--- config.mk ---
export PLATFORM = sky130hd
export DESIGN_NAME = vc_link_arbiter
export DESIGN_NICKNAME = d
export VERILOG_FILES = /design/src/rtl/vc_arb_pkg.sv /design/src/rtl/vc_link_arbiter_rr_picker.sv /design/src/rtl/vc_link_arbiter.sv
export SDC_FILE = /design/constraint.sdc
export NUM_CORES = 1
export LEC_CHECK = 0
export ABC_AREA = 0
export CELL_PAD_IN_SITES_DETAIL_PLACEMENT = 0
export CELL_PAD_IN_SITES_GLOBAL_PLACEMENT = 1
export CORE_AREA = 2 2 89 65
export DETAILED_ROUTE_END_ITERATION = 10
export DIE_AREA = 0 0 91 67
export HOLD_SLACK_MARGIN = 0.05
export PLACE_DENSITY = 0.78
export SYNTH_ARGS = -nofsm -noshare
export SYNTH_HDL_FRONTEND = slang
export SYNTH_SLANG_ARGS = --single-unit
--- constraint.sdc ---
create_clock -name clk -period 3.8 [get_ports clk]
set_clock_uncertainty 0.1 [all_clocks]
set_input_delay 0.57 -clock clk [delete_from_list [all_inputs] [get_ports clk]]
set_output_delay 0.57 -clock clk [all_outputs]
set_load 0.02 [all_outputs]
--- src/rtl/vc_arb_pkg.sv ---
// Shared types and the round-robin search helper for the credit-gated link arbiter.
package vc_arb_pkg;

   typedef enum logic {
      ARB_IDLE   = 1'b0,
      ARB_LOCKED = 1'b1
   } arb_state_t;

   localparam int RR_MAX_REQ = 32;

   typedef struct packed {
      logic       found;
      logic [4:0] idx;
   } rr_pick_t;

   // First set bit of valid, scanning ptr, ptr+1, ... modulo num (num <= RR_MAX_REQ).
   function automatic rr_pick_t rr_pick(input logic [RR_MAX_REQ-1:0] valid,
                                        input int unsigned ptr,
                                        input int unsigned num);
      rr_pick_t    r;
      int unsigned j;
      r = '0;
      for (int unsigned k = 0; k < RR_MAX_REQ; k++) begin
         j = ptr + k;
         if (j >= num) j = j - num;
         if (!r.found && (k < num) && valid[j[4:0]]) begin
            r.found = 1'b1;
            r.idx   = j[4:0];
         end
      end
      return r;
   endfunction

endpackage

--- src/rtl/vc_link_arbiter_rr_picker.sv ---
// Combinational rotate/priority-encode of N request valids starting at ptr.
module rr_picker
   import vc_arb_pkg::*;
#(
   parameter int N = 4,
   parameter int W = 2
) (
   input  logic [N-1:0] valid,
   input  logic [W-1:0] ptr,
   output logic         found,
   output logic [W-1:0] idx
);

   rr_pick_t pick;

   always_comb begin
      pick  = rr_pick(RR_MAX_REQ'(valid), 32'(ptr), N);
      found = pick.found;
      idx   = W'(pick.idx);
   end

endmodule

--- src/rtl/vc_link_arbiter.sv ---
// Packet-granular round-robin arbiter sharing one registered valid/credit link
// among NUM_REQ ready/valid requesters; issue is gated by a receiver credit count.
module vc_link_arbiter
   import vc_arb_pkg::*;
#(
   parameter int NUM_REQ    = 4,
   parameter int DATA_WIDTH = 8,
   parameter int CREDITS    = 7,
   localparam int CTR_W     = $clog2(CREDITS + 1),
   localparam int SRC_W     = (NUM_REQ > 1) ? $clog2(NUM_REQ) : 1
) (
   input  logic                          clk,
   input  logic                          reset_n,
   input  logic [NUM_REQ-1:0]            in_valid,
   input  logic [NUM_REQ*DATA_WIDTH-1:0] in_data,
   input  logic [NUM_REQ-1:0]            in_last,
   output logic [NUM_REQ-1:0]            in_ready,
   output logic                          out_valid,
   output logic [DATA_WIDTH-1:0]         out_data,
   output logic                          out_last,
   output logic [SRC_W-1:0]              out_src,
   input  logic                          credit_in,
   output logic [CTR_W-1:0]              credit_cnt,
   output logic                          credit_overflow,
   output logic                          dbg_state
);

   localparam logic [CTR_W-1:0] CREDIT_MAX = CTR_W'(CREDITS);
   localparam logic [SRC_W-1:0] LAST_IDX   = SRC_W'(NUM_REQ - 1);

   arb_state_t            state, state_next;
   logic [SRC_W-1:0]      lock_src, rr_ptr, grant, pick_idx;
   logic                  pick_found, grant_valid, grant_last, fire;
   logic [DATA_WIDTH-1:0] grant_data;

   rr_picker #(.N(NUM_REQ), .W(SRC_W)) u_picker (
      .valid (in_valid),
      .ptr   (rr_ptr),
      .found (pick_found),
      .idx   (pick_idx)
   );

   // Handshake: a beat transfers on a cycle where in_valid[i] and in_ready[i]
   // are both high; in_ready depends only on registered state and in_valid,
   // never on credit_in, so a returned credit is spendable one cycle later.
   always_comb begin
      grant       = (state == ARB_LOCKED) ? lock_src : pick_idx;
      grant_valid = (state == ARB_LOCKED) ? in_valid[lock_src] : pick_found;
      fire        = grant_valid && (credit_cnt != '0);
      grant_data  = in_data[int'(grant)*DATA_WIDTH +: DATA_WIDTH];
      grant_last  = in_last[grant];
      in_ready    = '0;
      if (fire) in_ready[grant] = 1'b1;
   end

   always_comb begin
      state_next = state;
      if (fire) state_next = grant_last ? ARB_IDLE : ARB_LOCKED;
   end

   always_ff @(posedge clk or negedge reset_n) begin
      if (!reset_n) begin
         state           <= ARB_IDLE;
         lock_src        <= '0;
         rr_ptr          <= '0;
         out_valid       <= 1'b0;
         out_data        <= '0;
         out_last        <= 1'b0;
         out_src         <= '0;
         credit_cnt      <= CREDIT_MAX;
         credit_overflow <= 1'b0;
      end else begin
         state     <= state_next;
         out_valid <= fire;
         if (fire && !grant_last) lock_src <= grant;
         // Pointer only advances at packet end, so a stalled packet keeps priority.
         if (fire && grant_last) rr_ptr <= (grant == LAST_IDX) ? '0 : grant + 1'b1;
         if (fire) begin
            out_data <= grant_data;
            out_last <= grant_last;
            out_src  <= grant;
         end
         case ({fire, credit_in})
            2'b10:   credit_cnt <= credit_cnt - 1'b1;
            2'b01: begin
               if (credit_cnt == CREDIT_MAX) credit_overflow <= 1'b1;
               else                          credit_cnt      <= credit_cnt + 1'b1;
            end
            default: ;
         endcase
      end
   end

   assign dbg_state = state;

endmodule

==> Flow_metrics.wiki, run 1 <==
{| class="wikitable"
! Metric !! Value
|-
| Portion of synthesized cell area occupied by the leading cell type || 0.285
|-
| Number of global-route vias before repair || 1383
|-
| Initial antenna violation count || 0
|-
| Max-cap violations || 0
|-
| Synthesized Nets || 223
|-
| Area of the die || 6100 um^2
|-
| Launching element type of the critical path || primary input
|-
| Wire length of the first global-routing pass || 6780 um
|-
| Final HPWL from detailed placement || roughly 3200 um
|-
| Time the final worst path needs with I/O delays and setup || 3.64 ns
|-
| Worst-path fanout max || 5
|-
| Final-layout worst hold slack || 0.378 ns
|-
| Final setup vio count || 0
|-
| Via count || 1453
|-
| Clock input transition at the sequential cells of the worst setup and hold paths || 0.07 ns
|-
| Effective utilization at floorplan || 0.305
|-
| Most used flip-flop cell after synthesis || sky130_fd_sc_hd__dfrtp_1
|-
| GRT Util Overall || 0.139
|-
| Hold Violations, Final || 0
|-
| Number of CTS-inserted buffers || 3
|-
| Mapped Cells || between 150 and 200
|-
| Leak pwr || 1.09 nW
|-
| Pin count of the biggest net entering global routing || 28
|-
| Worst Max-Slew Pin Slew || 0.936 ns
|-
| Seq/Total Area, Yosys || 0.335
|-
| Grt ovf || 0
|-
| Final wirelength || 4020 um
|-
| Height of the chip || 67 um
|-
| CTS Root Buffer Type || sky130_fd_sc_hd__clkbuf_8
|-
| Iteration count of the initial detailed-routing pass || 5
|-
| Fraction of layout cells with a size suffix above 1 || 0.165
|-
| Maximum buffer depth of the clock tree || 2
|-
| Avg Synthesized Cell Area || approximately 9.2 um^2
|-
| Initial drt markers || 101
|-
| Count of inserted antenna diode cells || 0
|-
| Number of flops mapped to enable cells by yosys || 0
|-
| Insertion delay to the later sink of the worst-skew pair || 0.25 ns
|-
| Post-synthesis register bit count || 21
|-
| Period utilization || 0.958
|-
| Cell types occupying the most area after synthesis || sky130_fd_sc_hd__dfrtp_1 29%, sky130_fd_sc_hd__mux2i_1 9.5%, sky130_fd_sc_hd__mux2_2 7.8%, sky130_fd_sc_hd__o21ai_0 7.3%, sky130_fd_sc_hd__ha_1 6.3%
|-
| Largest vdd supply drop || 0.000519 V
|-
| Top achievable clock speed || 275 MHz
|-
| Post-route antenna net violation count || 0
|-
| Remaining design rule violation count || 0
|-
| # port buffers || 63
|-
| Final GP Congestion || 0.904
|-
| TritonCTS clock tree || done
|-
| Startpoint-to-endpoint class of the critical path || primary input to output port
|-
| Areal power density over the cells || 964 nW/um^2
|-
| Std-Cell Rows || 22
|-
| Relative area change from synthesis to final layout || 53.4%
|-
| CTS H-tree lvls || 1
|-
| Dominant cell type by area after synthesis || sky130_fd_sc_hd__dfrtp_1
|-
| Worst rel slew slack || 0.374
|-
| Class of the worst hold path || register to register
|-
| Share of synthesized flip-flops with an asynchronous set or reset || 1.00
|-
| Count of cell types in the netlist || 42
|-
| Detailed-route wire length per cell || 12.8 um
|-
| Warning count from the yosys run || 0
|-
| Final Total Pwr || between 2 and 2.5 mW
|-
| CTS sink cnt || 21
|-
| Number of placed I/O pins || 64
|-
| Arrival time of data at the critical path endpoint || 2.97 ns
|-
| Endpoint kind of the worst setup timing path || output port
|-
| Critical path data required time || 3.13 ns
|-
| Die width || a little over 90 um
|-
| Setup TNS Final || 0 ns
|-
| Pins over their slew limit || 0
|-
| Net count, final || 296
|-
| Standard cell core area || 5170 um^2
|-
| Status || completed
|-
| Detailed-route vias per instance || 4.61
|-
| Synth Cell Area || between 1500 and 2000 um^2
|}
-- worst max-delay path, stage by stage --
cell and delay [ns]:
sky130_fd_sc_hd__clkdlybuf4s50_1 0.47, sky130_fd_sc_hd__or3_1 0.42, sky130_fd_sc_hd__o21ai_0 0.13, sky130_fd_sc_hd__nand3_1 0.14, sky130_fd_sc_hd__o221ai_1 0.19, sky130_fd_sc_hd__o211a_1 0.22, sky130_fd_sc_hd__buf_4 0.13, sky130_fd_sc_hd__inv_1 0.08
sky130_fd_sc_hd__ha_1 0.18, sky130_fd_sc_hd__and2_1 0.12, sky130_fd_sc_hd__dlygate4sd2_1 0.31
-- power by group --
| part | switching (mW) | total, mW | internal, mW |
|---|---|---|---|
| Combinational | 0.882 | 1.72 | 0.838 |
| Clock | 0.0665 | 0.141 | 0.0745 |
| Sequential | 0.110 | 0.475 | 0.365 |
-- cell type report --
class                   instances  area, um^2
clock buffers                   4        45.0
well taps                      72        90.1
fillers                       517        2750
inverters                       9        33.8
repair buffers                 76         737
multi-input cells             133         987
flip-flops and latches         21         531
-- synth_stat cells, drive strengths merged, types with 2 or more instances --
cell type,instances
a21boi,2
nand3,2
and2,5
clkbuf,3
nor3,2
a21oi,6
dfrtp,18
o21ai,23
o31ai,2
mux2,12
nor2,5
inv,8
buf,5
nand2,26
dfstp,3
a211o,2
a211oi,2
nor2b,2
mux2i,16
nand2b,2
ha,8
-- state kept, by name, indices dropped and copies added (netlist names) --
signal / cells
credit_cnt: 3
out_last: 1
credit_overflow: 1
lock_src: 2
rr_ptr: 2
out_data: 8
out_src: 2
out_valid: 1
dbg_state: 1
-- logic make-up (layout without fill, tap and decap cells) --
family,after synthesis,after routing,share of synthesized area
and+or+nand+nor,48,48,0.140
AOI/OAI and AO/OA,47,47,0.197
muxes,29,29,0.206
adders and majority gates,9,9,0.0760
buffers and inverters,17,89,0.0459
DFF,21,21,0.335
-- stage by stage --
step | utilization | std cells | setup slack (ns) | area, um^2
floorplan | - | 171 | 0.604 | 1580
global placement | 0.452 | 308 | -0.0162 | 2340
detailed placement | 0.452 | 308 | -0.0107 | 2340
CTS | 0.460 | 312 | 0.00559 | 2380
global route | 0.468 | 315 | -0.0134 | 2420
finish | 0.468 | 315 | 0.160 | 2420
-- timing repair --
| action | CTS | global route |
|---|---|---|
| buffers inserted | 0 | 3 |
| hold buffers | 0 | 0 |
| pin swaps | 0 | 1 |
| setup endpoints to repair | 2 | 3 |
| gates resized for setup | 2 | 7 |
| hold endpoints to repair | 0 | 0 |
-- cell usage in the layout (no fill, tap or decap), types with 5 or more instances in the layout --
cell type	n
sky130_fd_sc_hd__ha_1	8
sky130_fd_sc_hd__nor2_1	5
sky130_fd_sc_hd__dfrtp_1	17
sky130_fd_sc_hd__mux2i_1	14
sky130_fd_sc_hd__mux2_2	11
sky130_fd_sc_hd__inv_1	8
sky130_fd_sc_hd__buf_4	13
sky130_fd_sc_hd__clkdlybuf4s50_1	58
sky130_fd_sc_hd__o21ai_0	23
sky130_fd_sc_hd__nand2_1	25
sky130_fd_sc_hd__a21oi_1	6
sky130_fd_sc_hd__and2_1	5
-- final timing paths --
kind	from	to	slack, ns	depth (start not counted)
hold reg to reg	credit_overflow$_DFFE_PN0P_	credit_overflow$_DFFE_PN0P_	0.38	1
setup reg to reg	rr_ptr[1]$_DFFE_PN0P_	rr_ptr[1]$_DFFE_PN0P_	0.63	10
setup / recovery	in_valid[2]	in_ready[1]	0.16	11
max in group asynchronous	reset_n	rr_ptr[1]$_DFFE_PN0P_	2.24	1
min in group asynchronous	reset_n	out_valid$_DFF_PN0_	0.74	1
hold / removal	credit_overflow$_DFFE_PN0P_	credit_overflow$_DFFE_PN0P_	0.38	1
-- layer usage --
layer | global-route usage | vias to the layer above | wire length (um)
li1 | - | 752 | -
met1 | 0.202 | 654 | 2070
met2 | 0.215 | 45 | 1690
met3 | 0.0317 | 2 | 238
met4 | 0.0170 | 0 | 18
met5 | 0 | - | 0
(Power assumes the default switching activity.)
==> run 2, diff against run 1 <==
--- a/config.mk
+++ b/config.mk
@@ -8,11 +8,11 @@
 export ABC_AREA = 0
 export CELL_PAD_IN_SITES_DETAIL_PLACEMENT = 0
 export CELL_PAD_IN_SITES_GLOBAL_PLACEMENT = 1
-export CORE_AREA = 2 2 89 65
+export CORE_AREA = 2 2 93 68
 export DETAILED_ROUTE_END_ITERATION = 10
-export DIE_AREA = 0 0 91 67
+export DIE_AREA = 0 0 95 70
 export HOLD_SLACK_MARGIN = 0.05
-export PLACE_DENSITY = 0.78
+export PLACE_DENSITY = 0.74
 export SYNTH_ARGS = -nofsm -noshare
 export SYNTH_HDL_FRONTEND = slang
 export SYNTH_SLANG_ARGS = --single-unit
==> constraint.sdc (replaced) <==
create_clock -name clk -period 3.2 [get_ports clk]
set_clock_uncertainty 0.1 [all_clocks]
set_input_delay 0.48 -clock clk [delete_from_list [all_inputs] [get_ports clk]]
set_output_delay 0.48 -clock clk [all_outputs]
set_load 0.02 [all_outputs]
==> run 2 against run 1 <==
Net effect: worst hold slack got worse by 0.0041 ns; non-clock buffer count increased by 12; combinational power grew 33%; register-to-register slack worse by 0.50 ns; sequential cell count is the same; largest cell class unchanged.
==> Flow_metrics.wiki, run 2 (same netlist as run 1, synthesis figures left out) <==
{| class="wikitable"
! Metric !! Value
|-
| Critical path data required time || 2.62 ns (-0.51 ns)
|-
| Grt ovf || 0 (unchanged)
|-
| Worst-path fanout max || 5 (unchanged)
|-
| Clock input transition at the sequential cells of the worst setup and hold paths || 0.07 ns (about the same)
|-
| GRT Util Overall || 0.127 (-0.0115)
|-
| Net count, final || 308 (+4.1%)
|-
| Register-to-register setup slack || 0.13 ns (-0.50 ns)
|-
| Initial drt markers || 116 (+15%)
|-
| CTS H-tree lvls || 1 (unchanged)
|-
| Fraction of layout cells with a size suffix above 1 || 0.267 (+0.102)
|-
| Max FFs per register || 8 (unchanged)
|-
| Final GP Congestion || 0.891 (-1.5%)
|-
| Pin count of the biggest net entering global routing || 25 (-11%)
|-
| Initial antenna violation count || 0 (unchanged)
|-
| Remaining design rule violation count || 0 (unchanged)
|-
| Via count || 1529 (+5.2%)
|-
| Final wirelength || 4300 um (+7.0%)
|-
| Worst Max-Slew Pin Slew || 0.945 ns (+0.00979 ns)
|-
| Cell with the largest stage delay on the worst path || sky130_fd_sc_hd__dfrtp_1
|-
| Insertion delay to the later sink of the worst-skew pair || 0.25 ns (about the same)
|-
| Period utilization || 0.962
|-
| Crit-path cells || buf_6, ha_1, inv_1, a211o_4, and3_1, o32ai_4, inv_2, ha_1, and2_1, buf_2
|-
| Endpoint kind of the worst setup timing path || output port
|-
| Final HPWL from detailed placement || 3280 um (+1.4%)
|-
| Effective utilization at floorplan || 0.267 (-0.0382)
|-
| Launching element type of the critical path || register
|-
| Most flop-heavy register || out_data
|-
| Pins over their slew limit || 0 (unchanged)
|-
| Most common library cell in the layout ignoring fill and taps || sky130_fd_sc_hd__clkdlybuf4s50_1
|-
| Relative area change from synthesis to final layout || 63.1%
|-
| Max-cap violations || 0 (unchanged)
|-
| Final-layout worst hold slack || 0.374 ns (-0.00412 ns)
|-
| Number of placed I/O pins || 64 (unchanged)
|-
| Slowest Stage Delay on Critical Path || 0.43 ns (-0.04 ns)
|-
| Height of the chip || 70 um (+4.5%)
|-
| Arrival time of data at the critical path endpoint || 2.50 ns (-0.47 ns)
|-
| TritonCTS clock tree || done
|-
| Placement Setup Slack || -0.460 ns (-0.450 ns)
|-
| Class of the worst hold path || register to register
|-
| Wire length of the first global-routing pass || 6780 um (+0.10%)
|-
| Post-route antenna net violation count || 0 (unchanged)
|-
| Leak pwr || 1.11 nW (+1.9%)
|-
| # port buffers || 63 (unchanged)
|-
| Worst rel slew slack || 0.368 (-0.00654)
|-
| Detailed-route wire length per cell || 12.9 um (+1.2%)
|-
| Final setup vio count || 0 (unchanged)
|-
| Number of global-route vias before repair || 1407 (+1.7%)
|-
| Hold Violations, Final || 0 (unchanged)
|-
| Hold Buf Count CTS || 0 (unchanged)
|-
| Detailed-route vias per instance || 4.59 (-0.46%)
|-
| Maximum buffer depth of the clock tree || 2 (unchanged)
|-
| Iteration count of the initial detailed-routing pass || 4 (-1)
|-
| Commonest cells after routing, fill and taps aside || 55 x sky130_fd_sc_hd__clkdlybuf4s50_1, 25 x sky130_fd_sc_hd__nand2_1, 23 x sky130_fd_sc_hd__o21ai_0
|-
| Count of inserted antenna diode cells || 0 (unchanged)
|-
| Largest vdd supply drop || 0.000644 V (+24%)
|-
| CTS Root Buffer Type || sky130_fd_sc_hd__clkbuf_8
|-
| Critical Path Most Common Cell || sky130_fd_sc_hd__ha_1
|-
| Top achievable clock speed || roughly 320 MHz
|-
| Startpoint-to-endpoint class of the critical path || register to output port
|-
| Areal power density over the cells || 1170 nW/um^2 (+21%)
|-
| Time the final worst path needs with I/O delays and setup || 3.08 ns
|-
| Top flop regs || out_data (8), credit_cnt (3)
|-
| Final critical-path setup slack || 0.122 ns (-0.0374 ns)
|-
| Die width || 95 um (+4.4%)
|-
| Number of CTS-inserted buffers || 3 (unchanged)
|-
| Std-Cell Rows || 24 (+9.1%)
|-
| Standard cell core area || 5920 um^2 (+14%)
|-
| Status || completed
|-
| CTS sink cnt || 21 (unchanged)
|-
| Area of the die || 6650 um^2 (+9.1%)
|}
## run 2: worst paths after layout
check | cells past startpoint | startpoint | end
min | 1 | credit_overflow$_DFFE_PN0P_ | credit_overflow$_DFFE_PN0P_
max reg2reg | 12 | rr_ptr[1]$_DFFE_PN0P_ | rr_ptr[0]$_DFFE_PN0P_
max in group asynchronous | 2 | reset_n | credit_cnt[2]$_DFFE_PN1P_
min reg2reg | 1 | credit_overflow$_DFFE_PN0P_ | credit_overflow$_DFFE_PN0P_
max | 10 | rr_ptr[1]$_DFFE_PN0P_ | in_ready[1]
min in group asynchronous | 1 | reset_n | out_data[1]$_DFFE_PN0P_
## run 2: layout make-up
| cell class | count | area, um^2 |
|---|---|---|
| flip-flops and latches | 21 | 529 |
| repair buffers | 88 | 808 |
| well taps | 78 | 97.6 |
| clock buffers | 4 | 45.0 |
| multi-input cells | 133 | 1060 |
| inverters | 9 | 33.8 |
| fillers | 593 | 3340 |
## run 2: critical path: cells and delay by family, from the launching register on
kind | cells | cell delay [ns]
AOI/OAI and AO/OA | 2 | 0.68
adders and majority gates | 2 | 0.35
buffers and inverters | 4 | 0.44
DFF | 1 | 0.43
and+or+nand+nor | 2 | 0.33
## run 2: stage by stage
step                 util  total power, mW  cells  instance area [um^2]  TNS [ns]
finish              0.436             3.00    333                  2580         0
global route        0.436             3.28    333                  2580   -0.0319
CTS                 0.429             2.96    333                  2540         0
detailed placement  0.413             2.69    327                  2440     -3.04
global placement    0.413             2.69    327                  2440     -3.58
floorplan               -             1.86    171                  1580         0
## run 2: repair_timing
item / 4_1_cts / 5_1_grt
buffers inserted: 2 / 0
setup endpoints to repair: 4 / 6
pin swaps: 3 / 5
resized for setup: 23 / 19
## run 2: layer usage
layer | up-vias | wire length (um) | track usage
li1 | 783 | - | -
met1 | 704 | 2200 | 0.187
met2 | 38 | 1840 | 0.188
met3 | 4 | 208 | 0.0367
met4 | 0 | 48 | 0.0193
met5 | - | 0 | 0
## run 2: power by group
part	switching, mW	internal [mW]	leakage (nW)
registers	0.122	0.433	0.240
logic	1.15	1.13	0.845
clock network	0.0811	0.0885	0.0228
==> variant 1, RTL diff (settings of run 1) <==
Set the parameter `NUM_REQ` to 2 (it was 4).
--- a/src/rtl/vc_link_arbiter.sv
+++ b/src/rtl/vc_link_arbiter.sv
@@ -3,7 +3,7 @@
 module vc_link_arbiter
    import vc_arb_pkg::*;
 #(
-   parameter int NUM_REQ    = 4,
+   parameter int NUM_REQ    = 2,
    parameter int DATA_WIDTH = 8,
    parameter int CREDITS    = 7,
    localparam int CTR_W     = $clog2(CREDITS + 1),
Ports: changed (5 resized); port bits go from 64 to 41. The function was not compared with the original's and may differ.
==> variant 1 against run 1 <==
  * Setup slack improved by 0.34 ns
  * Utilization shrank 16 points
  * First-iteration DRC count is 3.0% higher
  * Clock power up 8%
  * Non-clock buffer count down 35
  * Synthesized area decreased by 32%
  * Sequential share of layout area grew 6.7 points
  * Wire length decreased by 33%
  * Power down 46%
  * Final area is 34% lower
  * Largest cell class unchanged
  * Sequential cell count decreased by 3
  * Global-route usage shrank 4.5 points
==> variant 1: results <==
metrics = {
    "clocking": {
        "clkTransAtPathRegs_ns": 0.07,
        "htree_levels": 1,
        "worstSkewPairLatency_ns": 0.25,
        "cts.repair.resized": 0,
        "cts_inserted_buffers": 3,
        "clock_path_buffers": 2,
        "clockRootBuffer": "clkbuf_8",
        "cts_setup_buffers": 0,
    },
    "layout": {
        "reg_top3": "out_data x8, credit_cnt x3",
        "fill_cells": 547,
        "final_net_count": 171,
        "drive_gt1_share_pct": 11.64,
        "fin_cells": 218,
        "diodes": 0,
    },
    "grt": {
        "grt_pass1_wl_um": 4436,
        "grt_max_degree": 27,
        "grt_pass1_vias": 895,
        "antenna_found_initial": 0,
        "track_usage_pct": 9.369,
    },
    "power_and_ir_drop": {
        "power.leakage_nw": 0.6286,
        "power.density_mw_per_mm2": 795.9,
        "peakVddDrop_mv": 0.2366,
    },
    "logic_synthesis": {
        "avgSynthCellArea_um2": 9.917,
        "yosysSeqAreaShare_pct": 42.41,
        "syn_nets": 132,
        "synth_area_leaders": "dfrtp_1 35%, mux2i_1 9.3%, dfstp_2 7.4%, a21oi_1 6.5%, nor2_1 5.3%",
        "yosysUniqueCellTypes": 37,
        "synth-main-ff-cell": "dfrtp_1",
        "ys_async_sr_fraction_pct": 100.0,
        "synth_commonest_cells": "15 x dfrtp_1, 15 x nor2_1, 14 x a21oi_1",
        "ys_warn_count": 0,
    },
    "placement": {
        "place_area_mm2": 0.001533,
        "dp_slack_ns": 0.5052,
        "routabilityCongestion": 0.7650,
        "dp_cells": 214,
        "place_hpwl_um": 2037,
        "port_buffers": 40,
    },
    "setup_path": {
        "critical_path_arrival_ns": 2.63,
        "reg2reg_to": "credit_cnt[1]",
        "critPathSlowestCell": "clkdlybuf4s50_1",
        "worstReg2RegStart": "lock_src",
        "critPathMaxFanout": 26,
        "cp_top_family": "buffers and inverters",
        "cpPeakStageDelay_ns": 0.53,
        "reg2reg_depth": 8,
        "r2r_slack_ns": 1.38,
    },
    "detailed_routing": {
        "routed_wl_um": 2701,
        "firstDrtPassIters": 4,
        "vias_per_cell": 4.193,
        "drt-initial-drc-count": 104,
    },
    "status": {
        "status": "finished, final reports clean",
    },
    "sta": {
        "slew_headroom_pct": 46.33,
        "whs_ns": 0.3970,
    },
    "worst_hold_path": {
        "hold_path.class": "flop to flop",
        "holdPathStages": 1,
        "min_from": "credit_overflow",
        "min_to": "credit_overflow",
    },
}
==> variant 1: power breakdown <==
part           internal [mW]  switching, mW
Combinational          0.349          0.374
Sequential             0.294         0.0949
Clock                 0.0919         0.0606
==> variant 1: layout make-up <==
class / instances / area share [%]
repair buffers: 41 / 25.69
inverters: 5 / 1.182
flip-flops and latches: 18 / 28.61
multi-input cells: 78 / 35.38
well taps: 72 / 5.674
clock buffers: 4 / 3.467
==> variant 1: worst max-delay path by stage <==
stage / startpoint / to / slack [ns] / cells after the start
global route: in_valid[1] / in_ready[1] / 0.38 / 7
floorplan: credit_cnt[1] / in_ready[1] / 1.49 / 6
CTS: in_valid[1] / in_ready[1] / 0.50 / 7
detailed placement: in_valid[0] / in_ready[1] / 0.51 / 7
global placement: in_valid[0] / in_ready[1] / 0.53 / 7
finish: in_valid[1] / in_ready[1] / 0.50 / 7
==> variant 1: cells by family (layout without fill, tap and decap cells) <==
family	count (synthesis)	in the layout	synth area share [%]
compound gates	32	32	22.43
flops	18	18	42.41
simple gates	32	32	15.07
buf+inv	12	50	5.139
mux	13	13	13.08
fa+ha+maj	1	1	1.869
==> variant 1: layer usage <==
metal | wire [um] | global-route usage, %
met5 | 0 | 0
met4 | 0 | 2.273
met3 | 241 | 4.638
met2 | 1070 | 13.52
met1 | 1388 | 12.43
==> variant 2, RTL diff (settings of run 1) <==
Made on the original files. Reset style: synchronous (`reset_n`), changed in one clocked block.
--- a/src/rtl/vc_link_arbiter.sv
+++ b/src/rtl/vc_link_arbiter.sv
@@ -58,7 +58,7 @@
       if (fire) state_next = grant_last ? ARB_IDLE : ARB_LOCKED;
    end
 
-   always_ff @(posedge clk or negedge reset_n) begin
+   always_ff @(posedge clk) begin
       if (!reset_n) begin
          state           <= ARB_IDLE;
          lock_src        <= '0;
Formal check against the unedited RTL: differs if reset_n is asserted again (counterexample within 4 cycles, from zero or initial values and one cycle with reset_n low); with reset_n held inactive, the same outputs for 10 cycles.
==> variant 2 against run 1 <==
  * Synthesized area increased by 25%
  * Clock power grew 13%
  * Critical path depth down 1
  * Sequential cell count stayed put
  * Final cell count is 17% higher
  * Wire length up 40%
  * Final area increased by 20%
  * Power down 11%
  * Utilization up 9.2 points
  * Global-route usage grew 3.8 points
  * Setup slack improved by 0.062 ns
  * Critical path type unchanged
  * Largest cell class unchanged
==> variant 2: results <==
metrics = {
    "worst_hold_path": {
        "min_to": "out_src[0]",
        "holdPathStages": 2,
        "min_from": "out_src[0]",
    },
    "setup_path": {
        "critical_path_arrival_ns": 2.91,
        "worstReg2RegStart": "rr_ptr[1]",
        "r2r_slack_ns": 0.67,
        "reg2reg_to": "credit_cnt[2]",
        "reg2reg_depth": 11,
        "critPathMaxFanout": 5,
    },
    "logic_synthesis": {
        "synth_area_leaders": "dfxtp_1 21%, mux2i_1 19%, mux2_2 5.7%, ha_1 5.1%, nand2_1 4.0%",
        "synth_commonest_cells": "38 x mux2i_1, 21 x dfxtp_1, 21 x nand2_1",
        "syn_nets": 273,
        "ys_async_sr_fraction_pct": 0,
        "synth-main-ff-cell": "dfxtp_1",
        "ys_warn_count": 0,
        "yosysUniqueCellTypes": 50,
        "yosysSeqAreaShare_pct": 21.24,
    },
    "grt": {
        "track_usage_pct": 17.63,
        "grt_pass1_wl_um": 8611,
        "grt_pass1_vias": 1783,
        "grt_max_degree": 24,
    },
    "clocking": {
        "clkTransAtPathRegs_ns": 0.09,
        "worstSkewPairLatency_ns": 0.27,
        "cts_inserted_buffers": 3,
        "clockRootBuffer": "clkbuf_8",
        "clock_path_buffers": 2,
    },
    "power_and_ir_drop": {
        "swShare_pct": 45.95,
        "power.leakage_nw": 1.181,
        "peakVddDrop_mv": 0.3310,
    },
    "sta": {
        "whs_ns": 0.3818,
        "worst_slew_pin_slew_ns": 0.7885,
    },
    "placement": {
        "routabilityCongestion": 0.8671,
        "place_hpwl_um": 4238,
        "place_area_mm2": 0.002761,
    },
    "detailed_routing": {
        "drt-initial-drc-count": 89,
        "routed_wl_um": 5612,
        "route.vias.total": 1943,
        "firstDrtPassIters": 4,
    },
    "status": {
        "status": "finished, final reports clean",
    },
    "layout": {
        "reg_top3": "out_data x8, credit_cnt x3",
        "final_net_count": 349,
        "diodes": 0,
        "drive_gt1_share_pct": 19.59,
    },
}
[variant 2: cell types whose count changed in the layout (fill, tap and decap cells not counted), sizes merged, moves of 3 or more]
cell           run 1  this run
a211oi             2         9
a22oi              0         3
buf               13        24
dfrtp             18         0
dfstp              3         0
dfxtp              0        21
inv                9         5
mux2i             16        38
nand2             26        21
nor2               5        16
o21ai             23        16
o221ai             1         9
[variant 2: cell families (layout without fill, tap and decap cells)]
logic type	Yosys count	in the layout	share of synthesized area, %
adders and majority gates	9	9	6.069
buffers and inverters	22	97	6.384
xor gates and xnor gates	2	2	0.8851
DFF	21	21	21.24
AOI/OAI and AO/OA	58	58	23.52
and+or+nand+nor	58	58	14.35
muxes	51	51	27.56
[variant 2: area by class of cell]
| cell class | count | area, um2 |
|---|---|---|
| repair buffers | 87 | 815.8 |
| well taps | 72 | 90.09 |
| multi-input cells | 178 | 1503 |
| inverters | 6 | 22.52 |
| flip-flops and latches | 21 | 420.4 |
| clock inverters | 1 | 7.507 |
| fillers | 507 | 2275 |
| clock buffers | 3 | 41.29 |
[variant 2: routing by layer]
metal	up-vias	GRT usage (%)	share of wire (%)	wire length, um
li1	974	-	-	-
met1	908	23.34	48	2678
met2	53	28.33	45	2521
met3	8	5.430	6.0	336
met4	0	3.788	1.4	76
met5	-	0	0	0
[variant 2: worst max-delay path by stage]
stage / startpoint / endpoint / slack, ns
finish: in_valid[0] / in_ready[2] / 0.22
global route: in_valid[0] / in_ready[0] / 0.10
CTS: in_valid[1] / in_ready[3] / 0.01
detailed placement: in_valid[1] / in_ready[3] / -0.03
global placement: in_valid[3] / in_ready[0] / 0.03
floorplan: rr_ptr[1] / in_ready[2] / 0.39
[variant 2: timing repair]
item                       in CTS  in global routing
hold buffers                    0                  0
pin swaps                       0                  1
setup endpoints to repair       4                  2
setup buffers                   0                  2
gates resized for setup         9                  8
[variant 2: critical path, cell delays in order]
cell             delay [ns]
clkdlybuf4s50_1        0.58
mux2i_4                0.12
nor3_4                 0.35
buf_4                  0.17
a2111o_1               0.09
and3_1                 0.24
clkinv_1               0.15
ha_1                   0.21
and2_1                 0.12
dlygate4sd2_1          0.31
[variant 2: power groups by stage]
stage	logic, mW	clock network (mW)	registers (mW)
2_1_floorplan	0.932	0	0.456
3_3_place_gp	1.50	0	0.373
3_5_place_dp	1.50	0	0.373
4_1_cts	1.53	0.159	0.370
5_1_grt	1.68	0.171	0.382
6_report	1.56	0.159	0.370
[variant 2: per-stage QoR]
step           TNS (ns)  utilization (%)  worst slack (ns)  instances
6_report              0            56.04            0.2215        368
5_1_grt               0            56.04            0.1031        368
2_1_floorplan         0                -            0.3949        221
4_1_cts               0            55.13          0.009753        366
3_3_place_gp          0            53.36           0.03203        362
3_5_place_dp   -0.05197            53.36          -0.02703        362
